`src/rtl/kip_kernel_arbiter.sv`:
```
// Packet-granular round-robin merge of NUM_KERNELS kernel AXIS control streams
// into one registered AXIS stream (2-entry skid buffer) for the KIP router.
module kip_kernel_arbiter #(
   parameter int NUM_KERNELS          = 4,
   parameter int AXIS_DATA_WIDTH      = 64,
   parameter int AXIS_KEEP_WIDTH      = AXIS_DATA_WIDTH / 8,
   parameter int IP_ADDRESS_WIDTH     = 32,
   parameter int AXIS_KIP_TUSER_WIDTH = IP_ADDRESS_WIDTH
) (
   input  logic                                        i_clk,
   input  logic                                        i_ap_rst_n,
   input  logic [NUM_KERNELS-1:0]                      s_tvalid,
   output logic [NUM_KERNELS-1:0]                      s_tready,
   input  logic [NUM_KERNELS*AXIS_DATA_WIDTH-1:0]      s_tdata,
   input  logic [NUM_KERNELS*AXIS_KEEP_WIDTH-1:0]      s_tkeep,
   input  logic [NUM_KERNELS*AXIS_KIP_TUSER_WIDTH-1:0] s_tuser,
   input  logic [NUM_KERNELS-1:0]                      s_tlast,
   output logic                                        to_router_tvalid,
   input  logic                                        to_router_tready,
   output logic [AXIS_DATA_WIDTH-1:0]                  to_router_tdata,
   output logic [AXIS_KEEP_WIDTH-1:0]                  to_router_tkeep,
   output logic [AXIS_KIP_TUSER_WIDTH-1:0]             to_router_tuser,
   output logic                                        to_router_tlast,
   output logic [$clog2(NUM_KERNELS)-1:0]              o_grant,
   output logic                                        o_busy
);

   localparam int GW = $clog2(NUM_KERNELS);
   localparam int DW = AXIS_DATA_WIDTH;
   localparam int KW = AXIS_KEEP_WIDTH;
   localparam int UW = AXIS_KIP_TUSER_WIDTH;
   localparam int BW = 1 + UW + KW + DW;

   typedef enum logic {
      ST_IDLE   = 1'b0,
      ST_LOCKED = 1'b1
   } state_t;

   // Handshake: a beat moves on an edge where valid & ready are both high.
   // Input readiness depends only on registered skid occupancy, never on to_router_tready.
   state_t          r_state;
   state_t          w_state_nxt;
   logic [GW-1:0]   r_grant;
   logic [GW-1:0]   w_grant_nxt;
   logic [GW-1:0]   r_rr_ptr;
   logic [GW-1:0]   w_rr_ptr_nxt;
   logic [GW-1:0]   w_pick;
   logic [GW-1:0]   w_idx;
   logic            w_found;
   logic [BW-1:0]   w_beat_arr [NUM_KERNELS];
   logic [BW-1:0]   w_in_beat;
   logic            w_accept;
   logic            w_skid_not_full;

   logic [BW-1:0]   r_mem [2];
   logic            r_wr_ptr;
   logic            r_rd_ptr;
   logic [1:0]      r_count;
   logic            w_push;
   logic            w_pop;
   logic [BW-1:0]   w_out_beat;

   for (genvar k = 0; k < NUM_KERNELS; k++) begin : g_unpack
      assign w_beat_arr[k] = {s_tlast[k], s_tuser[k*UW +: UW], s_tkeep[k*KW +: KW], s_tdata[k*DW +: DW]};
   end

   assign w_in_beat = w_beat_arr[r_grant];

   // Search order starts at the round-robin pointer and wraps.
   always_comb begin
      w_pick  = '0;
      w_found = 1'b0;
      w_idx   = '0;
      for (int i = 0; i < NUM_KERNELS; i++) begin
         w_idx = GW'((int'(r_rr_ptr) + i) % NUM_KERNELS);
         if (!w_found && s_tvalid[w_idx]) begin
            w_found = 1'b1;
            w_pick  = w_idx;
         end
      end
   end

   assign w_skid_not_full = (r_count != 2'd2);
   assign w_accept        = (r_state == ST_LOCKED) && s_tvalid[r_grant] && w_skid_not_full;

   always_comb begin
      w_state_nxt  = r_state;
      w_grant_nxt  = r_grant;
      w_rr_ptr_nxt = r_rr_ptr;
      s_tready     = '0;
      case (r_state)
         ST_IDLE: begin
            if (w_found) begin
               w_grant_nxt = w_pick;
               w_state_nxt = ST_LOCKED;
            end
         end
         ST_LOCKED: begin
            s_tready[r_grant] = w_skid_not_full;
            if (w_accept && w_in_beat[BW-1]) begin
               w_rr_ptr_nxt = (r_grant == GW'(NUM_KERNELS - 1)) ? '0 : r_grant + 1'b1;
               w_state_nxt  = ST_IDLE;
            end
         end
         default: w_state_nxt = ST_IDLE;
      endcase
   end

   always_ff @(posedge i_clk or negedge i_ap_rst_n) begin
      if (!i_ap_rst_n) begin
         r_state  <= ST_IDLE;
         r_grant  <= '0;
         r_rr_ptr <= '0;
      end else begin
         r_state  <= w_state_nxt;
         r_grant  <= w_grant_nxt;
         r_rr_ptr <= w_rr_ptr_nxt;
      end
   end

   // Two-entry skid FIFO: output always comes from a register.
   assign w_push = w_accept;
   assign w_pop  = (r_count != 2'd0) && to_router_tready;

   always_ff @(posedge i_clk or negedge i_ap_rst_n) begin
      if (!i_ap_rst_n) begin
         r_mem[0] <= '0;
         r_mem[1] <= '0;
         r_wr_ptr <= 1'b0;
         r_rd_ptr <= 1'b0;
         r_count  <= 2'd0;
      end else begin
         if (w_push) begin
            r_mem[r_wr_ptr] <= w_in_beat;
            r_wr_ptr        <= ~r_wr_ptr;
         end
         if (w_pop) begin
            r_rd_ptr <= ~r_rd_ptr;
         end
         case ({w_push, w_pop})
            2'b10:   r_count <= r_count + 2'd1;
            2'b01:   r_count <= r_count - 2'd1;
            default: r_count <= r_count;
         endcase
      end
   end

   assign w_out_beat       = r_mem[r_rd_ptr];
   assign to_router_tvalid = (r_count != 2'd0);
   assign to_router_tdata  = w_out_beat[DW-1:0];
   assign to_router_tkeep  = w_out_beat[DW +: KW];
   assign to_router_tuser  = w_out_beat[DW+KW +: UW];
   assign to_router_tlast  = w_out_beat[BW-1];
   assign o_grant          = r_grant;
   assign o_busy           = (r_state == ST_LOCKED);

endmodule

```
`config.mk`:
```
export PLATFORM = sky130hd
export DESIGN_NAME = kip_kernel_arbiter
export DESIGN_NICKNAME = d
export VERILOG_FILES = /design/src/rtl/kip_kernel_arbiter.sv
export SDC_FILE = /design/constraint.sdc
export NUM_CORES = 1
export LEC_CHECK = 0
export ABC_CLOCK_PERIOD_IN_PS = 2100
export CORE_AREA = 4 4 210 212
export CTS_CLUSTER_SIZE = 16
export DETAILED_ROUTE_END_ITERATION = 16
export DIE_AREA = 0 0 214 216
export RECOVER_POWER = 50
export SYNTH_ARGS = -nofsm -noshare
export SYNTH_HDL_FRONTEND = slang
export SYNTH_SLANG_ARGS = --single-unit
```
`constraint.sdc`:
```
create_clock -name i_clk -period 2.1 [get_ports i_clk]
set_input_delay 0.42 -clock i_clk [delete_from_list [all_inputs] [get_ports i_clk]]
set_output_delay 0.42 -clock i_clk [all_outputs]
set_load 0.005 [all_outputs]
```
==> summary.txt, run 1 <==
Yosys
  – Synth Instances: 746
  – Synth Flop Type: dfrtp_1
  – Syn Std Cell Area: 12110 µm²
  – Netlist cell types: 30
  – Syn Area/Cell: 16.23 µm²
  – Flops & latches, synth: 219
  – Post-synth EDFFs: 0
  – Sequential area share after synthesis: 45.27%
  – Share of flip-flops with an asynchronous set or reset: 100.0%
  – Synth top area share: 45.27%
  – Main area contributors after synthesis: dfrtp_1 (45%), mux2_2 (20%), mux4_2 (20%), mux2_1 (9.3%), buf_6 (1.1%)
  – Synth Warn #: 0
  – Syn Nets: 1178
  – Dominant cell type by area after synthesis: dfrtp_1

CTS
  – H-tree level count: 1
  – CTS tree: done
  – Root buf cell: clkbuf_16
  – Buffers from clock root to sink, at most: 3
  – Clock slew at reported path FFs: 60 ps
  – Worst-Skew Late Latency: 530 ps
  – Clock sink total: 219
  – Clock buffers created by TritonCTS: 26

Global routing
  – Initial antenna violation count: 3
  – Largest net degree at the start of global routing: 60
  – Vias in the first global route: 10480
  – Remaining Overflow, GRT: 0
  – All-Layer GR Usage: 17.23%
  – First-pass GRT wire length: 62480 µm

Critical path
  – Worst Setup Start Kind: flip-flop
  – Cells along the critical path: buf_12 -> buf_12 -> buf_6 -> mux2_4 -> buf_6
  – Crit path DAT: 1930 ps
  – Worst path max stage delay: 550 ps
  – WS Path Type: flip-flop to output port
  – Worst EP required: 1680 ps
  – CP max stage cell: dfrtp_4
  – Largest delay share family, worst path: buffers and inverters
  – Worst Path Max Fanout: 7
  – CP Capture Type: output port
  – WP buf/inv: 4

Timing
  – Final period utilization: 111.9%
  – Final WS setup: -250.4 ps
  – Slew Limit Fails: 0
  – Fmax: 0.4255 GHz
  – Clock skew: 10.53 ps
  – Slew margin rel.: 41.26%
  – RSZ-0062 raised after global routing: yes
  – Worst-margin pin slew: 881.2 ps
  – Fin. Hold Viols: 0
  – Final setup violation count: 239
  – Tmin final: 2350 ps

Floorplanning
  – Initial Util: 28.86%
  – Top Ports: 540
  – Die ar.: 46220 µm²
  – Die H: 216 µm
  – Site row count: 75
  – Die Wd: 214 µm
  – Core Area: 41950 µm²

Placement
  – Cell area after placement: 18800 µm²
  – PortBufs: 539
  – Routability Congestion: 0.8607
  – HPWL Detailed: 31400 µm
  – Placed cell count: 1832

Power and ir drop
  – Leak: 0.009799 µW
  – Pwr/cell area: 1636 nW/µm²
  – Max IR drop VDD: 0.6726 mV

Cells and area
  – Synthesis-to-layout area growth: 81.46%
  – Antenna Cells: 0
  – Final #Nets: 1835
  – Commonest non-fill, non-tap cells in the layout: clkdlybuf4s50_1 (425), mux2_4 (240), dfrtp_1 (216)
  – FILL cells: 3587
  – Ratio of cells with drive above 1 in the final layout: 51.16%
  – Post-Layout Cell Count: 1958
  – Most common cell after layout, fill and taps aside: clkdlybuf4s50_1
  – Final instance area: 21970 µm²

Run status
  – Failing checks: negative setup slack
  – Status: finished, violations left

Worst hold path
  – Worst hold path type: flip-flop to flip-flop

Drt
  – Via count: 9514
  – DR pass1 iterations: 4
  – DR WL/cell: 22.74 µm
  – Routed vias/inst: 4.859
  – Antenna viol nets, final: 0
  – Residual DRC: 0
  – Routed WL: 44520 µm
  – 1st-iter DRT viols: 222

Flow run
  – Max_cap viols: 0
-- logic make-up after synthesis --
kind of cell	synth area share (%)
compound gates	0.5167
xor+xnor	0.3618
mux	49.21
simple gates	1.209
fa+ha+maj	0.5168
buf+inv	2.915
flops	45.27
-- sequential cells by signal, summed over array words and instances, names as in the netlist --
| name | count |
|---|---|
| r_mem | 210 |
| o_busy | 1 |
| r_rr_ptr | 2 |
| r_wr_ptr | 1 |
| r_count | 2 |
| o_grant | 2 |
| r_rd_ptr | 1 |
-- cells in the mapped netlist, drive strengths merged (3+ instances only) --
| master | count |
|---|---|
| nor2 | 4 |
| mux4 | 106 |
| clkbuf | 24 |
| mux2 | 317 |
| nand2b | 3 |
| dfrtp | 219 |
| and3 | 4 |
| inv | 3 |
| ha | 5 |
| buf | 36 |
| xnor2 | 3 |
-- worst paths after layout --
path                            slack, ps  startpoint             endpoint  cells after the start
worst max-delay path                 -250    r_rd_ptr  to_router_tuser[16]                      5
worst min-delay path                  490   r_mem[76]            r_mem[76]                      1
worst min register to register        490   r_mem[76]            r_mem[76]                      1
max in group asynchronous             260  i_ap_rst_n            r_mem[42]                      3
min in group asynchronous             620  i_ap_rst_n           r_mem[181]                      2
worst max register to register        -50  o_grant[0]           r_mem[139]                      6
-- worst register-to-register path, stage by stage (launching register included) --
cell and delay [ps]:
dfrtp_4 420, buf_6 130, mux4_2 580, nand4b_4 250, buf_12 190, clkbuf_16 180, mux2_4 300
-- final cells by class --
class                   instances  area [µm²]  area share, %
well taps                     539       674.4          3.070
flip-flops and latches        219        5492          25.00
inverters                       3       11.26        0.05126
repair buffers                689        7706          35.08
clock buffers                  36       779.5          3.549
multi-input cells             464        7208          32.81
clock inverters                 8       95.09         0.4329
-- what timing repair did --
action | 4_1_cts | 5_1_grt
hold buffers | 1 | 0
setup buffers | 52 | 14
cloned | 9 | 18
gates resized for setup | 552 | 322
pin swaps | 0 | 3
setup endpoints to repair | 113 | 300
endpoints found under the hold margin | 53 | 0
-- where the power goes --
part / internal (µW) / switching, µW / leakage [µW]
clock network: 2810 / 1750 / 0.000430
registers: 6530 / 1240 / 0.00258
logic: 15500 / 8140 / 0.00679
total: 24800 / 11100 / 0.00980
-- per-layer routing --
metal / global-route usage, % / wire length (µm) / up-vias
met5: 0 / 37 / -
met4: 4.128 / 959 / 6
met3: 5.302 / 3174 / 59
met2: 30.51 / 22630 / 363
met1: 20.61 / 17720 / 4865
li1: - / - / 4221
-- metrics by stage --
stage               utilization (%)  setup TNS, ps  total power [µW]  worst slack [ps]  hold slack (ps)
floorplan                         -              0             16650             21.88            124.4
global route                  52.37         -33990             37920            -312.5            498.6
detailed placement            44.83         -67870             24980            -373.2            415.2
global placement              44.83         -63110             24700            -346.1            406.8
finish                        52.37         -20090             35940            -250.4            486.9
CTS                           48.89         -29150             31670            -435.8            458.2
(Power assumes the default switching activity.)
==> run 2: changes to the inputs <==
- ABC_AREA: default -> 1
- CORE_AREA: 4 4 210 212 -> 4 4 209 211
- DIE_AREA: 0 0 214 216 -> 0 0 213 215
- GPL_TIMING_DRIVEN: default -> 0
==> summary.txt, run 2 <==
Floorplanning
  – Site row count: 75
  – Die ar.: 45800 µm²
  – Core Area: 41760 µm²
  – Initial Util: 30.53%
  – Die Wd: 213 µm
  – Top Ports: 540
  – Die H: 215 µm

Yosys
  – Syn Std Cell Area: 12750 µm²
  – Netlist cell types: 22
  – Most common cell in the synthesized netlist: nand2_1
  – Flops & latches, synth: 219
  – Dominant cell type by area after synthesis: dfrtp_1
  – Synth top area share: 42.98%
  – Post-synth EDFFs: 0
  – Synth Instances: 1841
  – Synth Warn #: 0
  – Main area contributors after synthesis: dfrtp_1 (43%), o21ai_0 (16%), nand2_1 (14%), nor2_1 (6.3%), o22ai_1 (5.1%)
  – Share of flip-flops with an asynchronous set or reset: 100.0%
  – Syn Nets: 2273
  – Sequential area share after synthesis: 42.98%
  – Synth Flop Type: dfrtp_1
  – Syn Area/Cell: 6.925 µm²
  – Post-synth top cells: nand2_1 (464), o21ai_0 (405), dfrtp_1 (219)

Timing
  – Slew margin rel.: 38.10%
  – Final setup TNS: -29380 ps
  – Final setup violation count: 305
  – RSZ-0062 raised after global routing: yes
  – Fin. Hold Viols: 0
  – Min Hold Slack: 479.1 ps
  – Slew Limit Fails: 0
  – Final period utilization: 108.6%
  – Fmax: 0.4384 GHz
  – Clock skew: 19.86 ps
  – Final WS setup: -181.1 ps
  – Tmin final: 2281 ps
  – Worst-margin pin slew: 928.6 ps

Critical path
  – Most frequent CP cell: buf_8
  – Crit path DAT: 2730 ps
  – CP max stage cell: dfrtp_4
  – Cells along the critical path: buf_8 -> buf_8 -> a21oi_2 -> o21ai_2 -> nand2_2 -> nand2_8 -> buf_8 -> nor2_4 -> buf_6 -> buf_16 -> buf_12 -> buf_8 -> nand2_2 -> o21ai_2
  – Worst Setup Start Kind: flip-flop
  – CP Capture Type: flip-flop
  – Reg2Reg Setup Slack: -180 ps
  – Worst EP required: 2550 ps
  – Worst path max stage delay: 570 ps
  – Worst Path Max Fanout: 7
  – WS Path Type: flip-flop to flip-flop

CTS
  – H-tree level count: 1
  – Clock slew at reported path FFs: 60 ps
  – Worst-Skew Late Latency: 540 ps
  – Buffers from clock root to sink, at most: 3
  – Clock sink total: 219
  – Clock buffers created by TritonCTS: 26
  – CTS tree: done
  – Root buf cell: clkbuf_16

Cells and area
  – Commonest non-fill, non-tap cells in the layout: clkdlybuf4s50_1 (428), o21ai_0 (270), dfrtp_1 (217)
  – Area of the multi-input gates: 8112 µm²
  – FILL cells: 3819
  – Ratio of cells with drive above 1 in the final layout: 32.33%
  – Final #Nets: 2931
  – Antenna Cells: 0
  – Most common cell after layout, fill and taps aside: clkdlybuf4s50_1
  – Largest register FFs: 210
  – Post-Layout Cell Count: 3057
  – FF+latch area: 5485 µm²
  – Synthesis-to-layout area growth: 84.80%
  – Final core occ: 56.42%
  – Largest Register: r_mem

Drt
  – Routed vias/inst: 5.221
  – DR WL/cell: 22.89 µm
  – Antenna viol nets, final: 0
  – Via count: 15960
  – Residual DRC: 0
  – DR pass1 iterations: 5
  – 1st-iter DRT viols: 1190
  – Routed WL: 69970 µm

Placement
  – PortBufs: 539
  – HPWL Detailed: 47360 µm
  – Routability Congestion: 0.8743
  – Pre-CTS setup slack: -1786 ps
  – Placed cell count: 2920

Global routing
  – Vias in the first global route: 16210
  – GRT busiest layer: met2
  – Remaining Overflow, GRT: 0
  – All-Layer GR Usage: 28.68%
  – Grt met2 use: 50.66%
  – Initial antenna violation count: 1
  – Largest net degree at the start of global routing: 114
  – GR Layer Usage met3: 4.711%
  – GR Layer Usage met1: 36.93%
  – First-pass GRT wire length: 100800 µm

Run status
  – Status: finished, violations left
  – Failing checks: negative setup slack

Power and ir drop
  – Max IR drop VDD: 0.6366 mV
  – Leak: 0.01087 µW
  – Pwr/cell area: 1670 nW/µm²

Worst hold path
  – Worst hold path type: input port to asynchronous set/reset pin

Flow run
  – Max_cap viols: 0
run 2: cell count changes in the layout (fill, tap and decap cells not counted), moves of 118 or more:
cell	delta
nand2_1	+176
o21ai_1	+128
mux2_4	-240
nor2_1	+211
inv_1	+118
o21ai_0	+268
o21ai_2	+131
nand2_2	+174
run 2: stage by stage:
step	instance area, µm²	power (µW)
after global placement	18820	25820
after detailed placement	18850	26110
after global routing	23560	41770
final	23560	39340
after CTS	22370	36510
after floorplan	12750	16670
run 2: final timing paths:
check	end	depth (start not counted)	from
worst max-delay path	r_mem[105]	14	o_grant[0]
worst min-delay path	o_grant[1]	2	i_ap_rst_n
worst max register to register	r_mem[105]	14	o_grant[0]
worst min register to register	r_mem[93]	2	r_mem[93]
max in group asynchronous	r_mem[156]	3	i_ap_rst_n
min in group i_clk	r_mem[93]	2	r_mem[93]
run 2: logic make-up (layout without fill, tap and decap cells):
| family | count (synthesis) | count (layout) | synth area share, % |
|---|---|---|---|
| xor+xnor | 3 | 3 | 0.2061 |
| buf+inv | 276 | 953 | 9.274 |
| flops | 219 | 219 | 42.98 |
| simple gates | 695 | 695 | 20.79 |
| compound gates | 643 | 643 | 26.26 |
| fa+ha+maj | 5 | 5 | 0.4907 |
run 2: layer usage:
layer / routed length (µm) / vias to the layer above
met3: 4559 / 87
met5: 0 / -
met2: 35220 / 640
met1: 28550 / 7804
li1: - / 7430
met4: 1639 / 0
run 2: cell type report:
class                   instances  share of cell area (%)
multi-input cells            1346                   34.43
plain buffers                 137                   5.687
clock buffers                  44                   3.436
repair buffers                642                   28.01
well taps                     539                   2.862
inverters                     127                   2.124
flip-flops and latches        219                   23.28
clock inverters                 3                  0.1699
run 2: repair_timing:
action                                 in CTS  in global routing
endpoints found under the hold margin      16                  0
gates cloned                               38                  6
setup endpoints to repair                 327                327
setup buffers                              59                 16
resized for setup                        1038                520
pin swaps                                  38                 67
hold buffers                                1                  0
run 2: power breakdown:
group | switching [µW] | internal (µW) | leakage [µW] | total [µW]
Clock | 1840 | 2720 | 0.000417 | 4560
Sequential | 1250 | 6350 | 0.00270 | 7600
Combinational | 15900 | 11300 | 0.00775 | 27200
run 2: critical path: cells and delay by family, from the launching register on:
family	cells	cell delay [ps]
AO/OA/AOI/OAI	3	260
flip-flops	1	570
AND/OR/NAND/NOR	4	400
buffers and inverters	7	940
==> run 3: changes to the inputs <==
- CORE_AREA: 4 4 209 211 -> 4 4 210 212
- CTS_BUF_LIST: default -> sky130_fd_sc_hd__clkbuf_16
- DIE_AREA: 0 0 213 215 -> 0 0 214 216
- DONT_BUFFER_PORTS: default -> 1
==> summary.txt, run 3 (same netlist as run 2, synthesis figures left out) <==
Placement
  – PortBufs: 0
  – HPWL Detailed: 44420 µm
  – Placed cell count: 2380
  – Routability Congestion: 0.9483

Power and ir drop
  – Net Switching: 17600 µW
  – Pwr/cell area: 1973 nW/µm²
  – Max IR drop VDD: 0.7538 mV
  – Clock power share: 12.7%
  – Logic pwr share: 65.6%
  – Pint: 17700 µW
  – Sw frac: 49.86%
  – Sequential share of power: 21.7%
  – Leak: 0.008158 µW

Timing
  – Slew Limit Fails: 0
  – Min Hold Slack: -431.2 ps
  – Fmax: 0.4441 GHz
  – RSZ-0062 raised after global routing: yes
  – Fin. Hold Viols: 219
  – Tmin final: 2252 ps
  – Clock skew: 9.365 ps
  – Final period utilization: 107.2%
  – Final setup violation count: 77
  – Worst-margin pin slew: 522.0 ps
  – Slew margin rel.: 65.20%
  – Final WS setup: -151.5 ps

Critical path
  – WS Path Type: flip-flop to output port
  – Cells along the critical path: buf_12 -> inv_16 -> buf_12 -> clkbuf_16 -> ha_4 -> inv_2 -> nor2_4
  – R2R depth: 13
  – Worst R2R Start: o_grant[1]
  – R2R Path End: r_mem[130]
  – Most frequent CP cell: buf_12
  – Worst Path Max Fanout: 4
  – Worst EP required: 1680 ps
  – CP Capture Type: output port
  – Crit path DAT: 1830 ps
  – CP max stage cell: dfrtp_2
  – Worst path max stage delay: 470 ps
  – Worst Setup Start Kind: flip-flop
  – Reg2Reg Setup Slack: -50 ps

Worst hold path
  – Worst hold path type: input port to asynchronous set/reset pin

Floorplanning
  – Site row count: 75
  – Die H: 216 µm
  – Core Area: 41950 µm²
  – Top Ports: 540
  – Die ar.: 46220 µm²
  – Die Wd: 214 µm
  – Initial Util: 30.40%

Cells and area
  – Most common cell after layout, fill and taps aside: nand2_1
  – Ratio of cells with drive above 1 in the final layout: 22.90%
  – Largest Register: r_mem
  – Final core occ: 42.65%
  – Commonest non-fill, non-tap cells in the layout: nand2_1 (373), o21ai_0 (280), dfrtp_1 (215)
  – Post-Layout Cell Count: 2500
  – Final #Nets: 2366
  – Synthesis-to-layout area growth: 40.33%
  – Largest register FFs: 210

Drt
  – Via count: 14060
  – DR WL/cell: 26.41 µm
  – Routed vias/inst: 5.624
  – 1st-iter DRT viols: 1188
  – Routed WL: 66040 µm
  – Highest Signal Layer: met4
  – DR pass1 iterations: 5
  – Wire length on met2: 31930 µm
  – Met1 WL: 26460 µm
  – Residual DRC: 0
  – Routed met3 length: 4932 µm
  – Antenna viol nets, final: 0

Run status
  – Status: finished, violations left
  – Failing checks: negative hold slack, negative setup slack

Flow run
  – Max_cap viols: 0

CTS
  – H-tree level count: 1
  – Worst-Skew Late Latency: 560 ps
  – Clock slew at reported path FFs: 60 ps
  – Buffers from clock root to sink, at most: 3
  – Root buf cell: clkbuf_16
  – CTS tree: done
  – Clock sink total: 219
  – Clock buffers created by TritonCTS: 27

Global routing
  – Remaining Overflow, GRT: 0
  – Largest net degree at the start of global routing: 220
  – First-pass GRT wire length: 92070 µm
  – All-Layer GR Usage: 26.33%
  – Initial antenna violation count: 9
  – Vias in the first global route: 13910
==> run 3: cell types whose count changed in the layout (fill, tap and decap cells not counted), sizes merged <==
cell / before / now
clkinvlp: 0 / 1
clkbuf: 140 / 138
diode: 0 / 9
dlygate4sd3: 1 / 0
clkinv: 2 / 7
buf: 253 / 102
inv: 127 / 137
clkdlybuf4s15: 1 / 0
bufinv: 1 / 2
clkdlybuf4s50: 428 / 0
==> run 3: area by class of cell <==
cell class	count	area, µm²
Antenna cell	9	22.52
Clock inverter	20	142.6
Buffer	144	1524
Sequential cell	219	5488
Clock buffer	27	675.6
Multi-Input combinational cell	1346	7669
Tap cell	539	674.4
Fill cell	4192	24050
Inverter	127	500.5
Timing Repair Buffer	69	1196
==> run 3: per-layer routing <==
layer | GRT usage, % | vias up
li1 | - | 6316
met1 | 32.33 | 6890
met2 | 44.02 | 723
met3 | 6.610 | 130
met4 | 11.61 | 0
met5 | 0 | -
==> run 3: timing repair <==
item	4_1_cts	5_1_grt
buffers inserted	29	10
pin swaps	17	11
resized for setup	580	234
cloned	16	16
endpoints found under the hold margin	219	219
endpoints found under the setup margin	326	323
==> run 3: per-stage QoR <==
stage                     setup TNS [ps]  instance area [µm²]  worst slack [ps]  power [µW]  hold slack [ps]
after global placement           -236940                13420             -1354       22300            136.5
after global routing              -14820                17890            -196.4       37470           -454.3
after CTS                         -15950                16760            -171.8       32980           -468.3
final                              -1987                17890            -151.5       35300           -431.2
after floorplan                        0                12750             20.27       16670            124.4
after detailed placement         -243410                13420             -1352       22620            137.8
==> run 3: power by group through the flow <==
stage | clock network [µW] | logic [µW] | registers [µW]
finish | 4470 | 23200 | 7660
global route | 4720 | 24900 | 7860
CTS | 4570 | 21000 | 7430
detailed placement | 0 | 15400 | 7250
global placement | 0 | 15100 | 7190
floorplan | 0 | 9700 | 6970
==> run 3: worst max-delay path by stage <==
| stage | startpoint | endpoint | slack [ps] | cells past startpoint |
|---|---|---|---|---|
| final | o_grant[1] | s_tready[0] | -150 | 7 |
| after global routing | o_grant[1] | s_tready[0] | -200 | 7 |
| after CTS | o_grant[1] | s_tready[1] | -170 | 7 |
| after detailed placement | o_grant[0] | r_mem[116] | -1350 | 7 |
| after global placement | o_grant[0] | r_mem[116] | -1350 | 7 |
| after floorplan | o_grant[1] | r_count[1] | 20 | 12 |
==> run 3: critical path, delay by kind of cell (launching register included) <==
family / cells / cell delay (ps)
fa+ha+maj: 1 / 120
flops: 1 / 470
simple gates: 1 / 110
buf+inv: 5 / 530
